**src/rtl/alu_pkg.sv**
```systemverilog
// rtl/alu_pkg.sv - opcode encodings, FSM states and helpers shared by the multicycle ALU
package alu_pkg;

    localparam int ALU_OP_W = 4;

    localparam logic [ALU_OP_W-1:0] ALU_ADD = 4'd0;
    localparam logic [ALU_OP_W-1:0] ALU_SUB = 4'd1;
    localparam logic [ALU_OP_W-1:0] ALU_AND = 4'd2;
    localparam logic [ALU_OP_W-1:0] ALU_OR  = 4'd3;
    localparam logic [ALU_OP_W-1:0] ALU_XOR = 4'd4;
    localparam logic [ALU_OP_W-1:0] ALU_SLL = 4'd5;
    localparam logic [ALU_OP_W-1:0] ALU_SRL = 4'd6;
    localparam logic [ALU_OP_W-1:0] ALU_SRA = 4'd7;
    localparam logic [ALU_OP_W-1:0] ALU_MUL = 4'd8;
    localparam logic [ALU_OP_W-1:0] ALU_DIV = 4'd9;
    localparam logic [ALU_OP_W-1:0] ALU_REM = 4'd10;

    typedef enum logic [1:0] {
        ST_IDLE = 2'd0,
        ST_ITER = 2'd1,
        ST_DONE = 2'd2
    } alu_state_t;

    // Divide/remainder by zero takes the single-cycle path, so only a
    // multiply or a real division needs the iterative unit.
    function automatic logic is_iter_op(input logic [ALU_OP_W-1:0] op,
                                        input logic                b_is_zero);
        return (op == ALU_MUL) || (((op == ALU_DIV) || (op == ALU_REM)) && !b_is_zero);
    endfunction

    function automatic logic is_div_op(input logic [ALU_OP_W-1:0] op);
        return (op == ALU_DIV) || (op == ALU_REM);
    endfunction

endpackage

```
**src/rtl/alu_iter_muldiv.sv**
```systemverilog
// rtl/alu_iter_muldiv.sv - iterative unsigned shift-add multiplier and restoring divider
//
// Ports:
//   i_clk, i_rst_n : clock, asynchronous active-low reset
//   i_load         : load operands and start WIDTH iterations
//   i_div          : 1 = divide (A / B), 0 = multiply (A * B)
//   i_a, i_b       : operands, sampled on i_load
//   o_last         : high during the final iteration cycle
//   o_lo           : product low half / quotient
//   o_hi           : product high half / remainder
module alu_iter_muldiv #(
    parameter int WIDTH = 16
) (
    input  logic             i_clk,
    input  logic             i_rst_n,
    input  logic             i_load,
    input  logic             i_div,
    input  logic [WIDTH-1:0] i_a,
    input  logic [WIDTH-1:0] i_b,
    output logic             o_last,
    output logic [WIDTH-1:0] o_lo,
    output logic [WIDTH-1:0] o_hi
);

    localparam int CNT_W = $clog2(WIDTH) + 1;
    localparam logic [CNT_W-1:0] CNT_LOAD = CNT_W'(WIDTH);
    localparam logic [CNT_W-1:0] CNT_ONE  = CNT_W'(1);

    logic [CNT_W-1:0]   r_cnt;
    logic [2*WIDTH-1:0] r_acc;   // {hi, lo}: {partial product, multiplier} or {remainder, quotient}
    logic [WIDTH-1:0]   r_m;     // multiplicand or divisor
    logic               r_div;

    logic [WIDTH:0]     w_mul_sum;
    logic [2*WIDTH-1:0] w_mul_next;
    logic [WIDTH:0]     w_div_shift;
    logic [WIDTH:0]     w_div_trial;
    logic [2*WIDTH-1:0] w_div_next;

    // Multiply: add the multiplicand into the high half when the multiplier
    // LSB is set, then shift the whole accumulator right, keeping the carry.
    assign w_mul_sum  = {1'b0, r_acc[2*WIDTH-1:WIDTH]} + (r_acc[0] ? {1'b0, r_m} : '0);
    assign w_mul_next = {w_mul_sum, r_acc[WIDTH-1:1]};

    // Divide: shift the next dividend bit into the remainder and keep the
    // trial subtraction only if it did not go negative.
    assign w_div_shift = {r_acc[2*WIDTH-1:WIDTH], r_acc[WIDTH-1]};
    assign w_div_trial = w_div_shift - {1'b0, r_m};
    assign w_div_next  = w_div_trial[WIDTH]
                       ? {w_div_shift[WIDTH-1:0], r_acc[WIDTH-2:0], 1'b0}
                       : {w_div_trial[WIDTH-1:0], r_acc[WIDTH-2:0], 1'b1};

    always_ff @(posedge i_clk or negedge i_rst_n) begin
        if (!i_rst_n) begin
            r_cnt <= '0;
            r_acc <= '0;
            r_m   <= '0;
            r_div <= 1'b0;
        end else if (i_load) begin
            r_cnt <= CNT_LOAD;
            r_acc <= {{WIDTH{1'b0}}, (i_div ? i_a : i_b)};
            r_m   <= i_div ? i_b : i_a;
            r_div <= i_div;
        end else if (r_cnt != '0) begin
            r_cnt <= r_cnt - CNT_ONE;
            r_acc <= r_div ? w_div_next : w_mul_next;
        end
    end

    assign o_last = (r_cnt == CNT_ONE);
    assign o_lo   = r_acc[WIDTH-1:0];
    assign o_hi   = r_acc[2*WIDTH-1:WIDTH];

endmodule

```
**src/rtl/multicycle_alu.sv**
```systemverilog
// rtl/multicycle_alu.sv - multicycle ALU with registered results/flags and start/done handshake
//
// Ports:
//   input_clk, input_rst_n        : clock, asynchronous active-low reset
//   input_start                   : begin operation when output_Ready=1
//   input_A, input_B, input_ALUOp : operands and opcode, sampled on accepted start
//   output_Ready                  : idle, start will be accepted
//   output_Done                   : one-cycle pulse, results/flags updated
//   output_ALU, output_ALUHi      : primary result, high half / remainder
//   output_Zero/Negative/Carry/Overflow/DivZero/Invalid : status flags
module multicycle_alu
    import alu_pkg::*;
#(
    parameter int WIDTH = 16
) (
    input  logic                input_clk,
    input  logic                input_rst_n,
    input  logic                input_start,
    input  logic [WIDTH-1:0]    input_A,
    input  logic [WIDTH-1:0]    input_B,
    input  logic [ALU_OP_W-1:0] input_ALUOp,
    output logic                output_Ready,
    output logic                output_Done,
    output logic [WIDTH-1:0]    output_ALU,
    output logic [WIDTH-1:0]    output_ALUHi,
    output logic                output_Zero,
    output logic                output_Negative,
    output logic                output_Carry,
    output logic                output_Overflow,
    output logic                output_DivZero,
    output logic                output_Invalid
);

    localparam int SHAMT_W = $clog2(WIDTH);

    alu_state_t          r_state;
    alu_state_t          w_next_state;
    logic                w_accept;
    logic                w_load_iter;

    logic [WIDTH-1:0]    r_a;
    logic [WIDTH-1:0]    r_b;
    logic [ALU_OP_W-1:0] r_op;

    logic                r_ready;
    logic                r_done;
    logic [WIDTH-1:0]    r_alu;
    logic [WIDTH-1:0]    r_alu_hi;
    logic                r_zero;
    logic                r_negative;
    logic                r_carry;
    logic                r_overflow;
    logic                r_div_zero;
    logic                r_invalid;

    logic                w_iter_last;
    logic [WIDTH-1:0]    w_iter_lo;
    logic [WIDTH-1:0]    w_iter_hi;

    logic [WIDTH:0]      w_sum;
    logic [WIDTH:0]      w_diff;
    logic [SHAMT_W-1:0]  w_shamt;
    logic                w_b_zero;

    logic [WIDTH-1:0]    w_alu;
    logic [WIDTH-1:0]    w_alu_hi;
    logic                w_carry;
    logic                w_overflow;
    logic                w_div_zero;
    logic                w_invalid;

    alu_iter_muldiv #(
        .WIDTH (WIDTH)
    ) u_iter (
        .i_clk   (input_clk),
        .i_rst_n (input_rst_n),
        .i_load  (w_load_iter),
        .i_div   (is_div_op(input_ALUOp)),
        .i_a     (input_A),
        .i_b     (input_B),
        .o_last  (w_iter_last),
        .o_lo    (w_iter_lo),
        .o_hi    (w_iter_hi)
    );

    always_ff @(posedge input_clk or negedge input_rst_n) begin
        if (!input_rst_n) begin
            r_state <= ST_IDLE;
        end else begin
            r_state <= w_next_state;
        end
    end

    always_comb begin
        w_next_state = r_state;
        w_accept     = 1'b0;
        w_load_iter  = 1'b0;
        case (r_state)
            ST_IDLE: begin
                if (r_ready && input_start) begin
                    w_accept = 1'b1;
                    if (is_iter_op(input_ALUOp, (input_B == '0))) begin
                        w_load_iter  = 1'b1;
                        w_next_state = ST_ITER;
                    end else begin
                        w_next_state = ST_DONE;
                    end
                end
            end
            ST_ITER: begin
                if (w_iter_last) begin
                    w_next_state = ST_DONE;
                end
            end
            ST_DONE: begin
                w_next_state = ST_IDLE;
            end
            default: begin
                w_next_state = ST_IDLE;
            end
        endcase
    end

    // Operand capture: later input changes never reach the result.
    always_ff @(posedge input_clk or negedge input_rst_n) begin
        if (!input_rst_n) begin
            r_a  <= '0;
            r_b  <= '0;
            r_op <= '0;
        end else if (w_accept) begin
            r_a  <= input_A;
            r_b  <= input_B;
            r_op <= input_ALUOp;
        end
    end

    // Both sums carry an extra MSB: carry-out for ADD, borrow for SUB.
    assign w_sum    = {1'b0, r_a} + {1'b0, r_b};
    assign w_diff   = {1'b0, r_a} - {1'b0, r_b};
    assign w_shamt  = r_b[SHAMT_W-1:0];
    assign w_b_zero = (r_b == '0);

    always_comb begin
        w_alu      = '0;
        w_alu_hi   = '0;
        w_carry    = 1'b0;
        w_overflow = 1'b0;
        w_div_zero = 1'b0;
        w_invalid  = 1'b0;
        case (r_op)
            ALU_ADD: begin
                w_alu      = w_sum[WIDTH-1:0];
                w_carry    = w_sum[WIDTH];
                w_overflow = (r_a[WIDTH-1] == r_b[WIDTH-1]) && (w_sum[WIDTH-1] != r_a[WIDTH-1]);
            end
            ALU_SUB: begin
                w_alu      = w_diff[WIDTH-1:0];
                w_carry    = w_diff[WIDTH];
                w_overflow = (r_a[WIDTH-1] != r_b[WIDTH-1]) && (w_diff[WIDTH-1] != r_a[WIDTH-1]);
            end
            ALU_AND: w_alu = r_a & r_b;
            ALU_OR:  w_alu = r_a | r_b;
            ALU_XOR: w_alu = r_a ^ r_b;
            ALU_SLL: w_alu = r_a << w_shamt;
            ALU_SRL: w_alu = r_a >> w_shamt;
            ALU_SRA: w_alu = WIDTH'($signed(r_a) >>> w_shamt);
            ALU_MUL: begin
                w_alu    = w_iter_lo;
                w_alu_hi = w_iter_hi;
                w_carry  = (w_iter_hi != '0);
            end
            ALU_DIV: begin
                if (w_b_zero) begin
                    w_alu      = '1;
                    w_alu_hi   = r_a;
                    w_div_zero = 1'b1;
                end else begin
                    w_alu    = w_iter_lo;
                    w_alu_hi = w_iter_hi;
                end
            end
            ALU_REM: begin
                if (w_b_zero) begin
                    w_alu      = r_a;
                    w_div_zero = 1'b1;
                end else begin
                    w_alu = w_iter_hi;
                end
            end
            default: begin
                w_invalid = 1'b1;
            end
        endcase
    end

    // Results update only on leaving DONE and hold until the next one.
    always_ff @(posedge input_clk or negedge input_rst_n) begin
        if (!input_rst_n) begin
            r_ready    <= 1'b1;
            r_done     <= 1'b0;
            r_alu      <= '0;
            r_alu_hi   <= '0;
            r_zero     <= 1'b0;
            r_negative <= 1'b0;
            r_carry    <= 1'b0;
            r_overflow <= 1'b0;
            r_div_zero <= 1'b0;
            r_invalid  <= 1'b0;
        end else begin
            r_done <= (r_state == ST_DONE);
            if (w_accept) begin
                r_ready <= 1'b0;
            end else if (r_state == ST_DONE) begin
                r_ready <= 1'b1;
            end
            if (r_state == ST_DONE) begin
                r_alu      <= w_alu;
                r_alu_hi   <= w_alu_hi;
                r_zero     <= (w_alu == '0);
                r_negative <= w_alu[WIDTH-1];
                r_carry    <= w_carry;
                r_overflow <= w_overflow;
                r_div_zero <= w_div_zero;
                r_invalid  <= w_invalid;
            end
        end
    end

    assign output_Ready    = r_ready;
    assign output_Done     = r_done;
    assign output_ALU      = r_alu;
    assign output_ALUHi    = r_alu_hi;
    assign output_Zero     = r_zero;
    assign output_Negative = r_negative;
    assign output_Carry    = r_carry;
    assign output_Overflow = r_overflow;
    assign output_DivZero  = r_div_zero;
    assign output_Invalid  = r_invalid;

endmodule

```
**config.mk**
```make
export PLATFORM = sky130hd
export DESIGN_NAME = multicycle_alu
export DESIGN_NICKNAME = d
export VERILOG_FILES = /design/src/rtl/alu_pkg.sv /design/src/rtl/alu_iter_muldiv.sv /design/src/rtl/multicycle_alu.sv
export SDC_FILE = /design/constraint.sdc
export NUM_CORES = 1
export LEC_CHECK = 0
export BUFFER_PORTS_ARGS = -buffer_cell sky130_fd_sc_hd__buf_4
export CORE_MARGIN = 2
export CORE_UTILIZATION = 36
export DETAILED_ROUTE_END_ITERATION = 8
export GPL_TIMING_DRIVEN = 1
export PLACE_DENSITY_LB_ADDON = 0.12
export SYNTH_ARGS = -nofsm -noshare
export SYNTH_HDL_FRONTEND = slang
export SYNTH_SLANG_ARGS = --single-unit
```
**constraint.sdc**
```tcl
create_clock -name input_clk -period 4 [get_ports input_clk]
set_input_delay 0.4 -clock input_clk [delete_from_list [all_inputs] [get_ports input_clk]]
set_output_delay 0.4 -clock input_clk [all_outputs]
set_load 0.1 [all_outputs]
```
==> flow_metrics.tcl, run 1 <==
set metrics [dict create \
    cp_num_buf_inv 2 \
    crit_family "compound AO/OA/AOI/OAI gates" \
    cts_sinks 131 \
    final.setup_skew_ns 0.0110 \
    syn_area_um2 12600 \
    cp_slowest_stage_delay_ns 0.51 \
    nFillCells 3548 \
    dieArea_um2 36500 \
    ant_nets 0 \
    diodes 0 \
    drtIter0Drc 1230 \
    maxSlewHeadroom_pct 17.8 \
    start_util_pct 36.5 \
    crit_top_cell "inv_1" \
    critPathMaxFanout 9 \
    wl_per_cell_um 25.5 \
    drive_above_1_share_pct 14.9 \
    outcome "complete, but fails checks" \
    violations "negative hold slack" \
    required_ns 4.35 \
    yosys_warnings 0 \
    cap_violations 0 \
    track_usage_pct 29.3 \
    grt_max_degree 81 \
    clockRootBuffer "clkbuf_16" \
    synth_edf_count 0 \
    cts_buffers 17 \
    synth.avg_cell_area_um2 8.06 \
    hpwl_um 40700 \
    grt-ovfl-total 0 \
    area_growth_pct 14.6 \
    cp-start-kind "flip-flop" \
    cp_slowest_cell "dfrtp_1" \
    cp.arrival_ns 4.11 \
    grt_first_pass_wirelength_um 79200 \
    synth_cell_types 85 \
    finalHoldViolCount 8 \
    worstSetupPathType "reg -> reg" \
    clock_latency_ns 0.46 \
    max_freq_mhz 266 \
    rsz0062_at_grt "no" \
    grt_pass1_vias 12200 \
    h-tree-depth 4 \
    hold_ws_ns -0.0363 \
    numPortBuffers 78 \
    hold_path.class "in -> async" \
    endpoint_kind "flip-flop" \
    period_needed_ns 3.76 \
    fp-row-count 68 \
    synth_ff_type "dfrtp_1" \
    cts_setup_buffers 0 \
    synth-seq-area-share_pct 26.1 \
    first_pass_iters 6 \
    fin_nets 1742 \
    core_um2 34500 \
    cts_resized 0 \
    synthArstFlopShare_pct 100 \
    finalSetupViolCount 0 \
    dieHeight_um 191 \
    syn_inst 1562 \
    vias 12700 \
    path_clk_slew_ns 0.06 \
    fin_crit_sh_pct 94.0 \
    viasPerCell 6.12 \
    synth.ff_latch_count 131 \
    chipWidth_um 191 \
    drc 0 \
    ioPinCount 79 \
    antenna_found_initial 0 \
    final_max_slew_viol_count 0 \
    crit_chain "inv_1 > ha_1 > inv_1 > fa_1 > nor2b_1 > o21ai_0 > a31oi_1 > nor2_1 > o211ai_1 > a211o_1 > nor3_1 > nand4b_1 > o41ai_2" \
    finalSetupTns_ns 0 \
    tightestPinTransition_ns 1.22 \
    place_congestion 1.01 \
    drt-total-wl_um 53100 \
    syn_nets 1693 \
    cts_buffer_depth 2 \
    holdBufCountCts 0 \
    cts_tree "yes" \
]
## kinds of logic (layout without fill, tap and decap cells)
group	after synthesis	in the layout	synth area share [%]
AO/OA/AOI/OAI	459	459	23.7
AND/OR/NAND/NOR	527	527	19.9
XOR/XNOR	38	38	2.64
adder cells (fa/ha/maj)	93	93	9.47
flip-flops	131	131	26.1
multiplexers	123	123	12.0
buffers and inverters	191	253	6.24
## Yosys cell counts (16+ instances only)
library cell | n | area share [%]
nor4_1 | 22 | 1.1
nor2_1 | 163 | 4.9
dfrtp_1 | 130 | 26
inv_1 | 67 | 2.0
xnor2_1 | 26 | 1.8
mux2_2 | 19 | 1.7
a211oi_1 | 36 | 2.1
o21ai_0 | 130 | 5.2
nand3_1 | 29 | 1.2
ha_1 | 88 | 8.7
nand2b_1 | 16 | 0.80
buf_2 | 19 | 0.76
a21oi_1 | 99 | 3.9
nand2_1 | 152 | 4.5
and2_1 | 24 | 1.2
mux2i_1 | 78 | 6.2
o211ai_1 | 20 | 1.2
a221oi_1 | 19 | 1.3
nor3_1 | 41 | 1.6
mux4_2 | 18 | 3.2
clkbuf_1 | 88 | 2.6
## path summary, 6_finish.rpt
| check | start | end | slack [ns] | cells after the start |
|---|---|---|---|---|
| setup reg to reg | r_a[0] | output_Zero | 0.24 | 13 |
| setup / recovery | r_a[0] | output_Zero | 0.24 | 13 |
| hold reg to reg | output_Invalid | output_Invalid | 0.48 | 2 |
| min in group input_clk | input_A[7] | r_a[7] | 0.19 | 3 |
| hold / removal | input_rst_n | output_ALUHi[14] | -0.04 | 1 |
| max in group asynchronous | input_rst_n | r_op[0] | 3.17 | 2 |
## layer usage
layer / up-vias / wire length [um] / track usage, %
met4: 0 / 2430 / 14.4
met1: 6271 / 24100 / 40.7
li1: 5806 / - / -
met3: 109 / 2970 / 3.87
met5: - / 0 / 0
met2: 528 / 23600 / 44.8
## worst reg2reg max path: cells and delay by family, from the launching register on
kind / cells / cell delay, ns
buf+inv: 2 / 0.23
fa+ha+maj: 2 / 0.61
simple gates: 4 / 0.90
flops: 1 / 0.51
compound gates: 5 / 1.42
## registers in the layout (all words and copies together), names as in the netlist, 2 cells and up
name / cells
u_iter.r_cnt: 5
r_state: 2
output_ALUHi: 16
output_ALU: 16
u_iter.r_m: 16
r_b: 16
r_a: 16
r_op: 4
u_iter.r_acc: 32
## layout make-up
type | instances | area (um^2) | area share, %
clock buffers | 20 | 457 | 3.17
well taps | 455 | 569 | 3.95
multi-input cells | 1240 | 8540 | 59.2
repair buffers | 147 | 1170 | 8.11
clock inverters | 12 | 121 | 0.842
flip-flops and latches | 131 | 3280 | 22.8
inverters | 74 | 278 | 1.93
## cells in the final DEF, fill, tap and decap left out, types with 7 or more instances in the layout
master     instances
dfrtp_1          128
a21o_1            11
nor2b_1           13
nand3_1           29
nor3_1            41
mux2_2            19
a211oi_1          36
or3_1             10
o31ai_1           12
a31oi_1           15
nand4_1           15
mux4_2            18
mux2i_1           78
a211o_1            8
nand2b_1          15
xnor2_1           26
o21ai_0          130
clkbuf_16         17
o21a_1             9
and2_1            24
a221oi_1          19
o21ai_1            9
inv_2              7
a22oi_1           13
nor4_1            21
buf_4            141
o221ai_1           8
and3_1             9
inv_1             67
ha_1              88
xor2_1            12
o22ai_1            9
a21oi_1           99
nand2_1          152
o211ai_1          20
nor2_1           162
## metrics by stage
step / std cells / instance area (um^2) / hold slack, ns / setup slack [ns] / util (%)
6_report: 2079 / 14400 / -0.0363 / 0.241 / 41.8
5_1_grt: 2079 / 14400 / 0.0455 / 0.0762 / 41.8
4_1_cts: 2079 / 14400 / 0.0164 / 0.392 / 41.8
3_5_place_dp: 2047 / 13800 / 0.466 / 0.413 / 40.2
3_3_place_gp: 2047 / 13800 / 0.463 / 0.455 / 40.2
2_1_floorplan: 1562 / 12600 / 0.104 / 0.725 / -
Power of run 1 is left out: the tool's default activity adds up to more than one toggle a clock period on the data nets, which glitch-free logic cannot reach.
==> run 2: changes to the inputs <==
- ABC_AREA: unset -> 1
- clock period: 4 -> 3.5 ns (I/O delays scaled with it)
==> flow_metrics.tcl, run 2 <==
set metrics [dict create \
    drt-total-wl_um 56300 \
    reg2reg_from "r_a[10]" \
    synthArstFlopShare_pct 100 \
    synth-simple-area-share_pct 39.2 \
    grt_first_pass_wirelength_um 85000 \
    setup.worst_path.end "output_Zero" \
    syn_area_um2 12900 \
    r2r-end "output_Zero" \
    synth.ff_latch_count 131 \
    maxSlewHeadroom_pct 46.2 \
    synth_edf_count 0 \
    max_freq_mhz 337 \
    worstSetupPathType "reg -> reg" \
    largest_reg_flops 32 \
    drtIter0Drc 1358 \
    fin_crit_sh_pct 84.8 \
    nFillCells 3929 \
    yosys.area_share.xor_xnor_pct 0.881 \
    synth.area.mux_share_pct 0.542 \
    vias 14300 \
    finalHoldViolCount 0 \
    yosysTopAreaCell "dfrtp_1" \
    layout_commonest_cell "nand2_1" \
    synth_top_area_share_pct 25.2 \
    core_um2 35500 \
    endpoint_kind "flip-flop" \
    diodes 0 \
    finalSetupTns_ns 0 \
    clock_latency_ns 0.45 \
    antenna_found_initial 0 \
    clockRootBuffer "clkbuf_16" \
    cap_violations 0 \
    dieHeight_um 194 \
    finalSetupViolCount 0 \
    dieArea_um2 37400 \
    cts_tree "yes" \
    cts_buffer_depth 2 \
    critPathMaxFanout 9 \
    hold_path.class "in -> reg" \
    fin_nets 2271 \
    synth_top_family_by_area "simple AND/OR/NAND/NOR gates" \
    yosysMostFrequentCell "nand2_1" \
    tightestPinTransition_ns 0.797 \
    cp.arrival_ns 3.35 \
    most-common-layout-cells "nand2_1, nand3_1, inv_1" \
    syn_nets 2221 \
    h-tree-depth 4 \
    cts_resized 0 \
    ioPinCount 79 \
    area_growth_pct 12.7 \
    cp-start-kind "flip-flop" \
    synthTopCellsByCount "nand2_1, nand3_1, inv_1, nor2_1, o21ai_0" \
    fin_util_pct 41.1 \
    cts_setup_buffers 0 \
    hpwl_um 45300 \
    synth_ff_type "dfrtp_1" \
    period_needed_ns 2.97 \
    wl_per_cell_um 21.6 \
    final_max_slew_viol_count 0 \
    grt-ovfl-total 0 \
    synth_area_leaders "dfrtp_1, nand2_1, nand3_1" \
    synth-seq-area-share_pct 25.4 \
    first_pass_iters 6 \
    cts_buffers 17 \
    synth.avg_cell_area_um2 6.19 \
    chipWidth_um 194 \
    numPortBuffers 78 \
    grt_pass1_vias 13600 \
    viasPerCell 5.46 \
    drc 0 \
    final.setup_skew_ns 0.00942 \
    reg2regPathDepth 14 \
    rsz0062_at_grt "no" \
    cts_sinks 131 \
    track_usage_pct 29.9 \
    synth_fa_ha_area_share_pct 9.13 \
    ff2ff_setup_slack_ns 0.53 \
    place_congestion 0.995 \
    ant_nets 0 \
    largest_register "u_iter.r_acc" \
    syn_inst 2090 \
    holdBufCountCts 1 \
    path_clk_slew_ns 0.07 \
    yosys_warnings 0 \
    cp-startpoint "r_a[10]" \
    grt_max_degree 66 \
    drive_above_1_share_pct 9.66 \
    synth_cell_types 49 \
    fp-row-count 69 \
    synth_compound_area_share_pct 14.0 \
    start_util_pct 36.4 \
    required_ns 3.88 \
    outcome "finished, final reports clean" \
]
## run 2: area by class of cell
class                      instances  area [um^2]  area share, %
sequential                       131         3280           22.5
clock inverter                    15          161           1.11
tap                              461          577           3.96
inverter                         252          948           6.51
clock buffer                      17          425           2.92
multi-input combinational       1619         8260           56.7
timing repair buffer             119          912           6.26
## run 2: worst max-delay path: stages, from the launching register on
cell      delay, ns
dfrtp_1        0.60
inv_1          0.13
ha_1           0.46
a21oi_1        0.32
a21boi_0       0.39
nor2_1         0.07
nor2_1         0.19
nand3_1        0.09
nand2_1        0.07
nor2_1         0.04
nor2_1         0.22
nand3_1        0.11
nor2_1         0.10
nand2_1        0.06
nand2_1        0.05
## run 2: cells by family (layout without fill, tap and decap cells)
kind of cell	Yosys count	in the layout
XOR/XNOR	13	13
multiplexers	7	7
buffers and inverters	340	403
flip-flops	131	131
AO/OA/AOI/OAI	319	319
AND/OR/NAND/NOR	1188	1188
adder cells (fa/ha/maj)	92	92
## run 2: stage by stage
step	setup slack (ns)	hold slack, ns	area, um^2	std cells
4_1_cts	0.543	0.121	14600	2614
6_report	0.533	0.141	14600	2614
2_1_floorplan	0.943	0.0544	12900	2090
5_1_grt	0.252	0.166	14600	2614
3_3_place_gp	0.590	0.384	14000	2581
3_5_place_dp	0.573	0.383	14000	2581
## run 2: worst min-delay path by stage
stage / startpoint / endpoint / slack, ns / depth (start not counted)
3_3_place_gp: input_rst_n / output_ALUHi[13] / 0.38 / 1
4_1_cts: input_ALUOp[2] / r_op[2] / 0.12 / 3
2_1_floorplan: input_rst_n / output_ALUHi[0] / 0.05 / 0
5_1_grt: input_ALUOp[2] / r_op[2] / 0.17 / 3
6_report: input_ALUOp[2] / r_op[2] / 0.14 / 3
3_5_place_dp: input_rst_n / output_ALUHi[13] / 0.38 / 1
## run 2: per-layer routing
metal	track usage (%)	wire, um
met1	39.7	24700
met5	0	0
met4	12.1	2370
met2	49.2	26000
met3	4.13	3290
Power of run 2 is left out for the same reason.
